### config.mk
export PLATFORM = sky130hd
export DESIGN_NAME = button_event_decoder
export DESIGN_NICKNAME = d
export VERILOG_FILES = /design/src/rtl/button_event_decoder.sv
export SDC_FILE = /design/constraint.sdc
export NUM_CORES = 1
export LEC_CHECK = 0
export CAP_MARGIN = 20
export CORE_MARGIN = 2
export CORE_UTILIZATION = 63
export CTS_CLUSTER_SIZE = 10
export DETAILED_ROUTE_END_ITERATION = 16
export PLACE_DENSITY = 0.83
export SYNTH_ARGS = -nofsm -noshare
export SYNTH_HDL_FRONTEND = slang
export SYNTH_SLANG_ARGS = --single-unit
### constraint.sdc
create_clock -name clk -period 6.7 [get_ports clk]
set_input_delay 2.01 -clock clk [delete_from_list [all_inputs] [get_ports clk]]
set_output_delay 2.01 -clock clk [all_outputs]
set_load 0.05 [all_outputs]
### src/rtl/button_event_decoder.sv
// Classifies debounced button gestures as SHORT, LONG or DOUBLE press and
// presents one event code per gesture through a single-entry valid/ready register.
module button_event_decoder #(
  parameter int LONG_TICKS   = 12000000,
  parameter int DOUBLE_TICKS = 3000000,
  parameter int CNT_W        = 24
) (
  input  logic       clk,
  input  logic       rst_n,
  input  logic       btn_level,
  input  logic       evt_ready,
  input  logic       ovr_clr,
  output logic       evt_valid,
  output logic [1:0] evt_code,
  output logic       evt_overrun
);

  typedef enum logic [1:0] {
    IDLE     = 2'd0,
    PRESS1   = 2'd1,
    WAIT2    = 2'd2,
    WAIT_REL = 2'd3
  } state_t;

  localparam logic [1:0] CODE_SHORT  = 2'b00;
  localparam logic [1:0] CODE_LONG   = 2'b01;
  localparam logic [1:0] CODE_DOUBLE = 2'b10;

  localparam logic [CNT_W-1:0] LONG_LAST   = CNT_W'(LONG_TICKS - 1);
  localparam logic [CNT_W-1:0] DOUBLE_LAST = CNT_W'(DOUBLE_TICKS - 1);

  state_t           state;
  state_t           state_nxt;
  logic [CNT_W-1:0] cnt;
  logic [CNT_W-1:0] cnt_nxt;
  logic             btn_q;
  logic             rise;
  logic             fall;
  logic             emit;
  logic [1:0]       emit_code;
  logic             xfer;
  logic             load;
  logic             drop;

  // btn_q resets low, so a level already high at reset release reads as a rise.
  assign rise = btn_level & ~btn_q;
  assign fall = ~btn_level & btn_q;

  // NOTE: registers use non-blocking assignments so every flop samples pre-edge values.
  always_ff @(posedge clk or negedge rst_n) begin
    if (!rst_n) begin
      state <= IDLE;
      cnt   <= '0;
      btn_q <= 1'b0;
    end else begin
      state <= state_nxt;
      cnt   <= cnt_nxt;
      btn_q <= btn_level;
    end
  end

  // NOTE: every output of this block gets a default first, so no latch can be inferred.
  always_comb begin
    state_nxt = state;
    cnt_nxt   = '0;
    emit      = 1'b0;
    emit_code = CODE_SHORT;
    unique case (state)
      IDLE: begin
        if (rise) begin
          state_nxt = PRESS1;
        end
      end
      PRESS1: begin
        if (!btn_level) begin
          state_nxt = WAIT2;
        end else if (cnt == LONG_LAST) begin
          emit      = 1'b1;
          emit_code = CODE_LONG;
          state_nxt = WAIT_REL;
        end else begin
          cnt_nxt = cnt + 1'b1;
        end
      end
      WAIT2: begin
        // A second press wins over a timeout landing in the same cycle.
        if (rise) begin
          emit      = 1'b1;
          emit_code = CODE_DOUBLE;
          state_nxt = WAIT_REL;
        end else if (cnt == DOUBLE_LAST) begin
          emit      = 1'b1;
          emit_code = CODE_SHORT;
          state_nxt = IDLE;
        end else begin
          cnt_nxt = cnt + 1'b1;
        end
      end
      WAIT_REL: begin
        if (fall) begin
          state_nxt = IDLE;
        end
      end
      default: state_nxt = IDLE;
    endcase
  end

  // A full register accepts a new event only in the cycle it is being drained.
  assign xfer = evt_valid & evt_ready;
  assign load = emit & (~evt_valid | xfer);
  assign drop = emit & evt_valid & ~xfer;

  always_ff @(posedge clk or negedge rst_n) begin
    if (!rst_n) begin
      evt_valid   <= 1'b0;
      evt_code    <= CODE_SHORT;
      evt_overrun <= 1'b0;
    end else begin
      if (load) begin
        evt_valid <= 1'b1;
        evt_code  <= emit_code;
      end else if (xfer) begin
        evt_valid <= 1'b0;
      end
      if (drop) begin
        evt_overrun <= 1'b1;
      end else if (ovr_clr) begin
        evt_overrun <= 1'b0;
      end
    end
  end

endmodule

==> results.toml, run 1 <==
[hold_path]
worstHoldStart = "cnt[0]"
hold_path_end = "cnt[0]"
hold_path_class = "flop to flop"
hold-path-cell-count = 1

[grt]
grt_pass1_wl_microns = 5110
grt_max_degree = 32
grt_overflow = 0
grt_pass1_vias = 1205
antenna_found_initial = 0
grtUsageTotal_pct = 25.0

[clocking]
cts_resized = 0
cts_max_level = 2
clk_latency_ns = 0.33
cts_tree = "yes"
root_buffer = "clkbuf_4"
clockBufferDepth = 2
post_cts_buffers = 0
cts_hold_buf = 0
clk_pin_slew_ns = 0.10
cts_buffers = 5
cts_sinks = 31

[drt]
vias = 1260
ant_nets = 0
dr.pass1.iters = 4
wirelength_microns = 3150
wl_per_cell_microns = 14.7
via_per_inst = 5.89
detail_route.iter0.violations = 40
drc_errors = 0

[worst_setup_path]
r2r-start = "cnt[8]"
required_ns = 6.88
cp-end-kind = "flop"
critical_path_class = "input port to flop"
r2r_end = "cnt[5]"
crit_arrival_ns = 3.77
r2r_cells = 5
crit_path_start_kind = "input port"
r2r_setup_slack_ns = 3.88
crit_fanout = 24

[logic_synthesis]
syn_area_sq_mm = 0.00163
synth_nets = 181
synthDistinctLibCells = 32
syn_avg_cell_area_sq_um = 9.58
ys_seq_area_share_pct = 47.7
ys_warn_count = 0
netlist_instances = 170
yosys_register_bits = 31

[layout]
antenna_cells = 0
drive_gt1_share_pct = 5.98
area_delta_synth_final_pct = 10.2
finalNetCount = 195
mostFrequentLayoutCells = "32 x nor2_1, 31 x dfrtp_1, 17 x xor2_1"
final_util_pct = 73.1
fill_cells = 169
final_common_cell = "nor2_1"

[timing]
finalCritPeriodShare_pct = 53.6
final.setup_skew_ns = 0.00573
hold_violations = 0
worst_pin_slew_ns = 0.932
slew_headroom_pct = 37.9
fmax_mhz = 278
setup_viol = 0
rsz0062_at_grt = "false"
slew_viol_final = 0
fin_ws_ns = 3.11
post-route-min-period_ns = 3.59
whs_ns = 0.528
fin_setup_tns_ns = 0

[status]
status = "complete, no violations"

[pwr]
p_leak_uw = 0.000746
p_int_uw = 304
power_frac_comb_pct = 33.1
swShare_pct = 37.3
cellPowerDensity_mw_per_mm2 = 270
clock_power_share_pct = 23.0
seqPwrFrac_pct = 43.8
p_sw_uw = 181
ir_drop_mv = 0.195

[floorplan]
ioPinCount = 9
core_sq_mm = 0.00245
die_width_microns = 54.8
dieArea_sq_mm = 0.00301
start_util_pct = 66.3
num_rows = 18
die_h_microns = 54.8

[place]
dp_hpwl_microns = 2170
gp_congestion = 0.822
pre_cts_ws_ns = 2.77
port_buffers = 8

[flow_run]
max-cap-violations = 0
==> logic make-up after synthesis <==
kind of cell,Yosys count,share of synthesized area [%]
and+or+nand+nor,86,26.3
buffers and inverters,10,2.77
adders and majority gates,6,4.61
muxes,1,0.615
xor gates and xnor gates,22,11.8
DFF,31,47.7
AOI/OAI and AO/OA,14,6.23
==> flip-flops by register name (all words and copies together) (netlist names) <==
signal / cells
cnt: 24
evt_code: 2
state: 2
btn_q: 1
evt_overrun: 1
evt_valid: 1
==> routing by layer <==
layer,up-vias,track usage (%),routed length [microns]
met4,0,12.5,53
met5,-,0,0
met1,608,29.3,1390
met2,30,40.5,1550
met3,6,8.47,151
li1,616,-,-
==> how the worst max path moves through the flow <==
stage,end,from,depth (start not counted)
finish,cnt[5],btn_level,5
global placement,cnt[23],btn_level,5
floorplan,state[0],btn_level,5
detailed placement,cnt[5],btn_level,5
global route,cnt[22],btn_level,5
CTS,cnt[21],btn_level,5
==> power by group through the flow <==
stage	Combinational (uW)	Clock [uW]	Sequential, uW
4_1_cts	160	116	212
5_1_grt	179	121	214
6_report	161	112	213
2_1_floorplan	112	0	229
3_5_place_dp	160	0	216
3_3_place_gp	152	0	215
==> critical path, cell delays in order <==
cell and delay (ns):
clkdlybuf4s50_1 0.57, nand2b_1 0.12, o211a_1 0.17, o21ai_2 0.75
nor2_1 0.15
==> area by class of cell <==
| cell class | instances | area (sq um) | area share (%) |
|---|---|---|---|
| multi-input cells | 129 | 807 | 45.0 |
| flip-flops and latches | 31 | 776 | 43.2 |
| repair buffers | 9 | 87.6 | 4.88 |
| clock buffers | 6 | 51.3 | 2.86 |
| well taps | 30 | 37.5 | 2.09 |
| inverters | 8 | 30.0 | 1.67 |
| clock inverters | 1 | 5.00 | 0.279 |
==> synthesized netlist by cell type <==
cell type  count  area [sq um]
nor2_1        32           120
dfrtp_1       31           776
xor2_1        17           149
nand3_1       13          65.1
nand2_1       12          45.0
inv_1          8          30.0
nand4_1        8          50.1
ha_1           6          75.1
xnor2_1        5          43.8
a21oi_1        4          20.0
nand2b_1       4          25.0
nor3_1         3          15.0
nor4_1         3          18.8
and3_1         2          12.5
and4_1         2          17.5
buf_4          2          15.0
nor4b_1        2          17.5
o21ai_0        2          10.0
a21bo_2        1          10.0
a21boi_0       1          7.51
a221oi_1       1          8.76
a2bb2oi_1      1          8.76
mux2i_1        1          10.0
nand3b_1       1          7.51
nor2b_1        1          6.26
o211a_1        1          10.0
o21ai_2        1          8.76
o2bb2ai_1      1          8.76
o32ai_1        1          8.76
or4_1          1          7.51
or4b_1         1          10.0
or4b_2         1          10.0
==> through the flow <==
stage / std cells / area [sq um] / power, uW
finish: 214 / 1790 / 485
global placement: 207 / 1740 / 367
CTS: 214 / 1790 / 488
floorplan: 170 / 1630 / 340
detailed placement: 207 / 1740 / 376
global route: 214 / 1790 / 514
Power figures use the tool's default switching activity.
==> inputs of run 2 (changes only) <==
- CORE_UTILIZATION: 63 -> 58
- PLACE_DENSITY: 0.83 -> 0.78
- clock period: 6.7 -> 3.45 ns (I/O delays scaled with it)
==> run 2 against run 1 <==
  * Global-route usage shrank 2.4 points
  * Sequential power grew 94%
  * Worst setup slack lost 2.2 ns
  * Total power grew 93%
  * Clock power grew 81%
  * Non-clock buffer count grew 1
  * Final area grew 0.35%
  * Via count grew 1.5%
  * Combinational power grew 98%
  * Final cell count grew 1.4%
  * Clock skew grew 0.00062 ns
  * Worst hold slack lost 0.013 ns
==> results.toml, run 2 (synthesis gave the netlist of run 1 again) <==
[timing]
post-route-min-period_ns = 2.56
fin_setup_tns_ns = 0
fmax_mhz = 391
final.setup_skew_ns = 0.00635
hold_violations = 0
worst_pin_slew_ns = 0.902
whs_ns = 0.515
slew_headroom_pct = 39.4
setup_viol = 0
finalCritPeriodShare_pct = 74.2
rsz0062_at_grt = "false"
slew_viol_final = 0

[layout]
largest_reg_flops = 24
drive_gt1_share_pct = 6.45
mostFrequentLayoutCells = "32 x nor2_1, 31 x dfrtp_1, 17 x xor2_1"
area_delta_synth_final_pct = 10.6
regMostFlops = "cnt"
final_common_cell = "nor2_1"
finalNetCount = 196
fill_cells = 232
antenna_cells = 0
reg_top3 = "cnt (24), evt_code (2), state (2)"

[worst_setup_path]
crit_arrival_ns = 1.52
required_ns = 2.41
path_buf_inv = 1
crit_family = "buffers and inverters"
cp-end-kind = "output port"
crit_fanout = 3
cp_slowest_cell = "clkdlybuf4s50_1"
critical_path_class = "flop to output port"
crit_path_start_kind = "flop"
path_cells = "clkdlybuf4s50_1"
max_stage_delay_ns = 0.81

[clocking]
cts_tree = "yes"
root_buffer = "clkbuf_4"
clk_latency_ns = 0.33
clk_pin_slew_ns = 0.09
cts_sinks = 31
clockBufferDepth = 2
cts_resized = 0
cts_buffers = 5
cts_hold_buf = 0
cts_max_level = 2
post_cts_buffers = 0

[drt]
wirelength_microns = 3220
wl_per_cell_microns = 14.8
dr.pass1.iters = 4
m1WireLength_microns = 1400
drc_errors = 0
via_per_inst = 5.89
vias = 1279
dr_wl_met3_microns = 127
detail_route.iter0.violations = 58
wl_met2_microns = 1600
top_layer = "met4"
ant_nets = 0

[grt]
grt_pass1_vias = 1312
grt_pass1_wl_microns = 5580
grt_overflow = 0
antenna_found_initial = 0
grt_max_degree = 32
grtUsageTotal_pct = 22.6

[pwr]
p_leak_uw = 0.000744
ir_drop_mv = 0.459
cellPowerDensity_mw_per_mm2 = 519

[status]
status = "complete, no violations"

[floorplan]
ioPinCount = 9
die_h_microns = 57.0
num_rows = 19
die_width_microns = 57.0
core_sq_mm = 0.00271
dieArea_sq_mm = 0.00325
start_util_pct = 60.1

[place]
gp_congestion = 0.820
dp_hpwl_microns = 2260
port_buffers = 8

[hold_path]
hold_path_class = "flop to flop"

[flow_run]
max-cap-violations = 0
## run 2: cell types whose count changed in the layout (fill, tap and decap cells not counted)
cell        delta
clkbuf_1       +1
clkinvlp_4     +1
clkbuf_8       -1
buf_4          +1
## run 2: report_power, final
group | internal [uW] | switching [uW] | total (uW)
clock network | 78.5 | 125 | 203
registers | 390 | 23.1 | 413
logic | 114 | 205 | 319
total | 582 | 353 | 935
## run 2: metrics by stage
stage | power, uW | setup WS (ns) | std cells | util [%] | cell area, sq um
finish | 935 | 0.892 | 217 | 66.4 | 1800
global route | 999 | 0.851 | 217 | 66.4 | 1800
CTS | 945 | 0.878 | 217 | 66.4 | 1800
detailed placement | 738 | 0.903 | 209 | 64.5 | 1750
global placement | 721 | 0.989 | 209 | 64.5 | 1750
floorplan | 660 | 1.22 | 170 | - | 1630
## run 2: metal layers
layer	GRT usage [%]	up-vias
li1	-	618
met1	25.7	623
met2	38.1	28
met3	7.71	10
met4	11.0	0
met5	0	-
## run 2: final timing paths
kind | start | endpoint | slack, ns | depth (start not counted)
setup reg to reg | cnt[10] | state[0] | 0.95 | 5
hold reg to reg | evt_code[0] | evt_code[0] | 0.51 | 1
max in group asynchronous | rst_n | cnt[18] | 2.09 | 2
setup / recovery | evt_code[1] | evt_code[1] | 0.89 | 1
min in group asynchronous | rst_n | cnt[2] | 1.08 | 2
hold / removal | evt_code[0] | evt_code[0] | 0.51 | 1
## run 2: area by class of cell
type,instances,area [sq um],area share [%]
tap,31,38.8,2.15
sequential,31,776,43.1
multi-input combinational,129,807,44.8
timing repair buffer,10,95.1,5.28
clock inverter,2,12.5,0.695
inverter,8,30.0,1.67
clock buffer,6,41.3,2.29
